--- config.mk ---
export PLATFORM = sky130hd
export DESIGN_NAME = program_loader_flat
export DESIGN_NICKNAME = d
export VERILOG_FILES = /design/src/rtl/program_loader_if.sv /design/src/rtl/program_loader.sv /design/src/flat_wrapper.sv
export SDC_FILE = /design/constraint.sdc
export NUM_CORES = 1
export LEC_CHECK = 0
export ABC_AREA = 0
export ABC_CLOCK_PERIOD_IN_PS = 5550
export BUFFER_PORTS_ARGS = -buffer_cell sky130_fd_sc_hd__buf_2
export CORE_ASPECT_RATIO = 1.1
export CORE_UTILIZATION = 35
export CTS_CLUSTER_DIAMETER = 40
export DETAILED_ROUTE_END_ITERATION = 16
export PLACE_DENSITY = 0.61
export SLEW_MARGIN = 0
export SYNTH_ARGS = -nofsm -noshare
export SYNTH_HDL_FRONTEND = slang
export SYNTH_SLANG_ARGS = --single-unit
--- constraint.sdc ---
create_clock -name clk -period 5.55 [get_ports clk]
set_input_delay 0 -clock clk [delete_from_list [all_inputs] [get_ports clk]]
set_output_delay 0 -clock clk [all_outputs]
set_load 0.05 [all_outputs]
--- src/rtl/program_loader_if.sv ---
// Program loader bus interface.
// Bundles the serial byte stream (start_i, byte_i, byte_valid_i, byte_ready_o),
// the program-memory write port (wr_en_o, wr_addr_o, wr_data_o) and the
// status outputs (busy_o, done_o, error_o, words_o).
//   slave  : the loader side (drives byte_ready_o, write port and status)
//   master : the host side (drives start_i and the byte stream)
interface program_loader_if #(
  parameter int unsigned DATA_WIDTH = 32
);
  logic                  start_i;
  logic [7:0]            byte_i;
  logic                  byte_valid_i;
  logic                  byte_ready_o;
  logic                  wr_en_o;
  logic [DATA_WIDTH-1:0] wr_addr_o;
  logic [DATA_WIDTH-1:0] wr_data_o;
  logic                  busy_o;
  logic                  done_o;
  logic                  error_o;
  logic [15:0]           words_o;

  modport slave (
    input  start_i, byte_i, byte_valid_i,
    output byte_ready_o, wr_en_o, wr_addr_o, wr_data_o,
           busy_o, done_o, error_o, words_o
  );

  modport master (
    output start_i, byte_i, byte_valid_i,
    input  byte_ready_o, wr_en_o, wr_addr_o, wr_data_o,
           busy_o, done_o, error_o, words_o
  );
endinterface

--- src/rtl/program_loader.sv ---
// Serial program loader.
// Receives a 16-bit little-endian word count followed by that many 32-bit
// little-endian instruction words over a valid/ready byte stream, and writes
// each assembled word to program memory at BASE_ADDRESS + 4*index.
// Ports:
//   clk   : clock, all state updates on the rising edge
//   reset : synchronous, active-high reset
//   bus   : program_loader_if.slave (byte stream in, memory write port and
//           status out)
module program_loader #(
  parameter int unsigned           MEMORY_DEPTH = 64,
  parameter int unsigned           DATA_WIDTH   = 32,
  parameter logic [DATA_WIDTH-1:0] BASE_ADDRESS = DATA_WIDTH'(32'h0040_0000)
) (
  input logic             clk,
  input logic             reset,
  program_loader_if.slave bus
);

  typedef enum logic [2:0] {
    S_IDLE,
    S_LEN_LO,
    S_LEN_HI,
    S_DATA,
    S_DONE,
    S_ERROR
  } state_e;

  state_e                state_q, state_d;
  logic [15:0]           length_q, length_d;
  logic [1:0]            byte_cnt_q, byte_cnt_d;
  logic [23:0]           asm_q, asm_d;      // bytes 0..2 of the word in flight
  logic                  wr_en_q, wr_en_d;
  logic [DATA_WIDTH-1:0] wr_addr_q, wr_addr_d;
  logic [DATA_WIDTH-1:0] wr_data_q, wr_data_d;
  logic                  done_q, done_d;
  logic                  error_q, error_d;
  logic [15:0]           words_q, words_d;  // also the index of the next word

  logic        byte_ready;
  logic        busy;
  logic        xfer;
  logic [15:0] len_new;

  assign byte_ready = (state_q == S_LEN_LO) || (state_q == S_LEN_HI) ||
                      (state_q == S_DATA);
  assign busy       = byte_ready;
  assign xfer       = byte_ready && bus.byte_valid_i;

  always_ff @(posedge clk) begin
    if (reset) begin
      state_q    <= S_IDLE;
      length_q   <= '0;
      byte_cnt_q <= '0;
      asm_q      <= '0;
      wr_en_q    <= 1'b0;
      wr_addr_q  <= '0;
      wr_data_q  <= '0;
      done_q     <= 1'b0;
      error_q    <= 1'b0;
      words_q    <= '0;
    end else begin
      state_q    <= state_d;
      length_q   <= length_d;
      byte_cnt_q <= byte_cnt_d;
      asm_q      <= asm_d;
      wr_en_q    <= wr_en_d;
      wr_addr_q  <= wr_addr_d;
      wr_data_q  <= wr_data_d;
      done_q     <= done_d;
      error_q    <= error_d;
      words_q    <= words_d;
    end
  end

  always_comb begin
    state_d    = state_q;
    length_d   = length_q;
    byte_cnt_d = byte_cnt_q;
    asm_d      = asm_q;
    wr_en_d    = 1'b0;
    wr_addr_d  = wr_addr_q;
    wr_data_d  = wr_data_q;
    done_d     = done_q;
    error_d    = error_q;
    words_d    = words_q;
    len_new    = {bus.byte_i, length_q[7:0]};

    unique case (state_q)
      S_IDLE, S_DONE, S_ERROR: begin
        if (bus.start_i) begin
          state_d    = S_LEN_LO;
          length_d   = '0;
          byte_cnt_d = '0;
          asm_d      = '0;
          done_d     = 1'b0;
          error_d    = 1'b0;
          words_d    = '0;
        end
      end

      S_LEN_LO: begin
        if (xfer) begin
          length_d = {8'h00, bus.byte_i};
          state_d  = S_LEN_HI;
        end
      end

      S_LEN_HI: begin
        if (xfer) begin
          length_d = len_new;
          if ((len_new == 16'd0) || (32'(len_new) > MEMORY_DEPTH)) begin
            state_d = S_ERROR;
            error_d = 1'b1;
          end else begin
            state_d = S_DATA;
          end
        end
      end

      S_DATA: begin
        if (xfer) begin
          if (byte_cnt_q == 2'd3) begin
            // Fourth byte completes the word; the write is registered so it
            // appears in the following cycle while the stream keeps flowing.
            wr_en_d    = 1'b1;
            wr_data_d  = DATA_WIDTH'({bus.byte_i, asm_q});
            wr_addr_d  = BASE_ADDRESS + (DATA_WIDTH'(words_q) << 2);
            words_d    = words_q + 16'd1;
            byte_cnt_d = '0;
            asm_d      = '0;
            if ((words_q + 16'd1) == length_q) begin
              state_d = S_DONE;
              done_d  = 1'b1;
            end
          end else begin
            asm_d[{byte_cnt_q, 3'b000} +: 8] = bus.byte_i;
            byte_cnt_d = byte_cnt_q + 2'd1;
          end
        end
      end

      default: state_d = S_IDLE;
    endcase
  end

  assign bus.byte_ready_o = byte_ready;
  assign bus.busy_o       = busy;
  assign bus.wr_en_o      = wr_en_q;
  assign bus.wr_addr_o    = wr_addr_q;
  assign bus.wr_data_o    = wr_data_q;
  assign bus.done_o       = done_q;
  assign bus.error_o      = error_q;
  assign bus.words_o      = words_q;

endmodule

--- src/flat_wrapper.sv ---
// flat-port wrapper written by rule: the top's interface ports become plain ports
module program_loader_flat 
#(
  parameter int unsigned           MEMORY_DEPTH = 64,
  parameter int unsigned           DATA_WIDTH   = 32,
  parameter logic [DATA_WIDTH-1:0] BASE_ADDRESS = DATA_WIDTH'(32'h0040_0000)
)
  (clk, reset, bus_start_i, bus_byte_i, bus_byte_valid_i, bus_byte_ready_o, bus_wr_en_o, bus_wr_addr_o, bus_wr_data_o, bus_busy_o, bus_done_o, bus_error_o, bus_words_o);
  program_loader_if #(.DATA_WIDTH(DATA_WIDTH)) bus_i ();
  input logic clk;
  input logic reset;
  input wire logic [$bits(bus_i.start_i)-1:0] bus_start_i;
  input wire logic [$bits(bus_i.byte_i)-1:0] bus_byte_i;
  input wire logic [$bits(bus_i.byte_valid_i)-1:0] bus_byte_valid_i;
  output wire logic [$bits(bus_i.byte_ready_o)-1:0] bus_byte_ready_o;
  output wire logic [$bits(bus_i.wr_en_o)-1:0] bus_wr_en_o;
  output wire logic [$bits(bus_i.wr_addr_o)-1:0] bus_wr_addr_o;
  output wire logic [$bits(bus_i.wr_data_o)-1:0] bus_wr_data_o;
  output wire logic [$bits(bus_i.busy_o)-1:0] bus_busy_o;
  output wire logic [$bits(bus_i.done_o)-1:0] bus_done_o;
  output wire logic [$bits(bus_i.error_o)-1:0] bus_error_o;
  output wire logic [$bits(bus_i.words_o)-1:0] bus_words_o;
  assign bus_i.start_i = bus_start_i;
  assign bus_i.byte_i = bus_byte_i;
  assign bus_i.byte_valid_i = bus_byte_valid_i;
  assign bus_byte_ready_o = bus_i.byte_ready_o;
  assign bus_wr_en_o = bus_i.wr_en_o;
  assign bus_wr_addr_o = bus_i.wr_addr_o;
  assign bus_wr_data_o = bus_i.wr_data_o;
  assign bus_busy_o = bus_i.busy_o;
  assign bus_done_o = bus_i.done_o;
  assign bus_error_o = bus_i.error_o;
  assign bus_words_o = bus_i.words_o;
  program_loader #(.MEMORY_DEPTH(MEMORY_DEPTH), .DATA_WIDTH(DATA_WIDTH), .BASE_ADDRESS(BASE_ADDRESS)) u_core (.clk(clk), .reset(reset), .bus(bus_i));
endmodule
==> results.sh <==
export IMPL_routabilityCongestion=0.856
export IMPL_slew_limit_headroom=0.212
export IMPL_synth_avg_cell_area_um2=8.22
export IMPL_maxSlewViolCount=0
export IMPL_fill_cells=1432
export IMPL_grt_use_met3=0.0479
export IMPL_synthCells=609
export IMPL_seq_area_frac_synth=0.452
export IMPL_outcome="finished clean"
export IMPL_cp_start_kind="flop"
export IMPL_post_dp_hpwl_um=8920
export IMPL_synth_top_family_by_area="simple AND/OR/NAND/NOR gates"
export IMPL_hold_viol=0
export IMPL_grt_start_max_net_pins=97
export IMPL_critPathCaptureType="flop"
export IMPL_grt_pass1_wl_um=21500
export IMPL_setup_viol_count_final=0
export IMPL_synth_mux_area_frac=0.00200
export IMPL_period_needed_ns=2.74
export IMPL_tns_ns=0
export IMPL_ys_dominant_reg_cell="dfxtp_1"
export IMPL_grtUsageMet2=0.306
export IMPL_maxCapViolations=0
export IMPL_initial_core_util=0.360
export IMPL_reg2reg_depth=7
export IMPL_top_usage_layer="met2"
export IMPL_worstMarginPinSlew_ns=1.18
export IMPL_hold_buffers=8
export IMPL_multiInputGateArea_mm2=0.00247
export IMPL_powerDensity_mw_per_mm2=387
export IMPL_grtUsageTotal=0.190
export IMPL_setup_worst_path_class="flop to flop"
export IMPL_io_buffers=81
export IMPL_skew_ns=0.0223
export IMPL_via_per_inst=5.17
export IMPL_syn2layout_area_growth_pct=22.5
export IMPL_io_pins=97
export IMPL_regArea_mm2=0.00226
export IMPL_r2r_slack_ns=2.81
export IMPL_synth_edf_count=0
export IMPL_peakVddDrop_mv=0.178
export IMPL_netlist_area_mm2=0.00501
export IMPL_die_y_um=127
export IMPL_nets=693
export IMPL_ys_async_sr_fraction=0
export IMPL_drtPass1Iterations=5
export IMPL_synth_compound_area_frac=0.203
export IMPL_synth_top_cell_area_share=0.452
export IMPL_arrival_ns=3.07
export IMPL_core_rowCount=45
export IMPL_use_met1=0.238
export IMPL_layout_drive_gt1_share=0.186
export IMPL_fin_area_mm2=0.00613
export IMPL_clk_latency_ns=0.42
export IMPL_insertedDiodeCount=0
export IMPL_cts_sinks=113
export IMPL_htree_levels=4
export IMPL_path_clk_slew_ns=0.06
export IMPL_tritoncts_num_buffers=17
export IMPL_cts_buffer_depth=2
export IMPL_cts_resized=0
export IMPL_synth_top_cell_by_area="dfxtp_1"
export IMPL_die_area_mm2=0.0148
export IMPL_fin_crit_sh=0.494
export IMPL_ys_ff_latch=113
export IMPL_p_leak_nw=2.43
export IMPL_drt_wl_total_um=13600
export IMPL_cts_tree="done"
export IMPL_cts_setup_buffers=0
export IMPL_synth_fa_ha_area_frac=0.0150
export IMPL_wire_per_inst_um=15.5
export IMPL_hold_class="input pin to flop"
export IMPL_cts_root_buf="clkbuf_16"
export IMPL_required_ns=5.88
export IMPL_synth_xor_area_share=0.0350
export IMPL_netlist_top_cells_area="dfxtp_1 (45%), nand2_1 (8.8%), a21oi_1 (7.1%)"
export IMPL_core_mm2=0.0139
export IMPL_die_w_um=116
export IMPL_num_vias=4532
export IMPL_crit_fanout=11
export IMPL_ant_nets=0
export IMPL_drc_errors=0
export IMPL_worstHoldPathCells=4
export IMPL_overflow=0
export IMPL_antenna_found_initial=0
export IMPL_fmax_mhz=365
export IMPL_final_core_util=0.441
export IMPL_yosysWarnings=0
export IMPL_rsz0062_at_grt="no"
export IMPL_synth_simple_gate_area_share=0.227
export IMPL_ys_types=58
export IMPL_drt_initial_drc_count=313
export IMPL_placed_cell_area_mm2=0.00542
export IMPL_grt_pass1_vias=4090
stage by stage:
stage          cells  power, mW  setup WS [ns]  hold WS [ns]
3_5_place_dp     836       1.22           2.84         0.353
2_1_floorplan    623       1.15           2.86         0.136
5_1_grt          876       2.46           2.57        0.0899
6_report         876       2.37           2.81        0.0640
4_1_cts          876       2.39           2.81        0.0430
3_3_place_gp     836       1.21           2.88         0.338
path summary, 6_finish.rpt:
path,startpoint,end
setup / recovery,u_core.bus.words_o[0],u_core.state_q[2]
setup reg to reg,u_core.bus.words_o[0],u_core.state_q[2]
hold / removal,bus_byte_valid_i,u_core.state_q[0]
hold reg to reg,u_core.asm_q[10],u_core.bus.wr_data_o[10]
power by group:
group	total [mW]	switching [mW]	internal [mW]
sequential	0.870	0.0345	0.835
clock	1.17	0.393	0.773
combinational	0.335	0.239	0.0958
sequential cells by signal, summed over array words and instances (netlist names):
signal                cells
u_core.bus.wr_en_o        1
u_core.asm_q             24
u_core.bus.done_o         1
u_core.bus.words_o       16
u_core.length_q          16
u_core.state_q            3
u_core.bus.wr_addr_o     17
u_core.byte_cnt_q         2
u_core.bus.wr_data_o     32
u_core.bus.error_o        1
critical path, cell delays in order, from the launching register on:
cell and delay, ns:
dfxtp_1 0.48, ha_1 0.34, nand3_1 0.37, or4_1 0.66
xnor2_1 0.17, nor3_1 0.22, nand4_2 0.16, a211oi_2 0.24
kinds of logic after synthesis:
family | count (synthesis)
other | 1
DFF | 113
AOI/OAI and AO/OA | 161
muxes | 1
buffers and inverters | 65
and+or+nand+nor | 242
xor gates and xnor gates | 20
adders and majority gates | 6
layer usage:
layer	vias to the layer above	wire (µm)
met5	-	0
met4	0	327
met3	24	690
met2	130	6410
met1	2143	6140
li1	2235	-
layout make-up:
cell class              instances  share of cell area
clock buffers                  19              0.0739
clock inverters                13              0.0298
inverters                       7             0.00429
multi-input cells             445               0.403
flip-flops and latches        113               0.369
well taps                     188              0.0384
repair buffers                 91              0.0816
synthesized netlist by cell type (all sizes together) (8+ instances only):
cell type	n
o211ai	9
buf	25
nand3	10
a21oi	71
dfxtp	113
nor3b	11
xor2	10
o31ai	8
a22oi	33
nor2	57
o21ai	17
nand2	117
xnor2	10
clkbuf	33
cell usage in the layout (no fill, tap or decap), types with 6 or more instances in the layout:
cell type        n
o211ai_1         9
or3_1            6
xor2_1          10
o21ai_0         16
nand2_1        116
a22oi_1         33
buf_2           81
dfxtp_1        113
nand4_1          6
o31ai_1          8
clkbuf_16       17
inv_1            6
conb_1          15
nor2_1          57
nor3b_1         11
or4_1            6
nand3_1          9
a21oi_1         71
dlygate4sd3_1    8
ha_1             6
xnor2_1         10
Power figures use the tool's default switching activity.
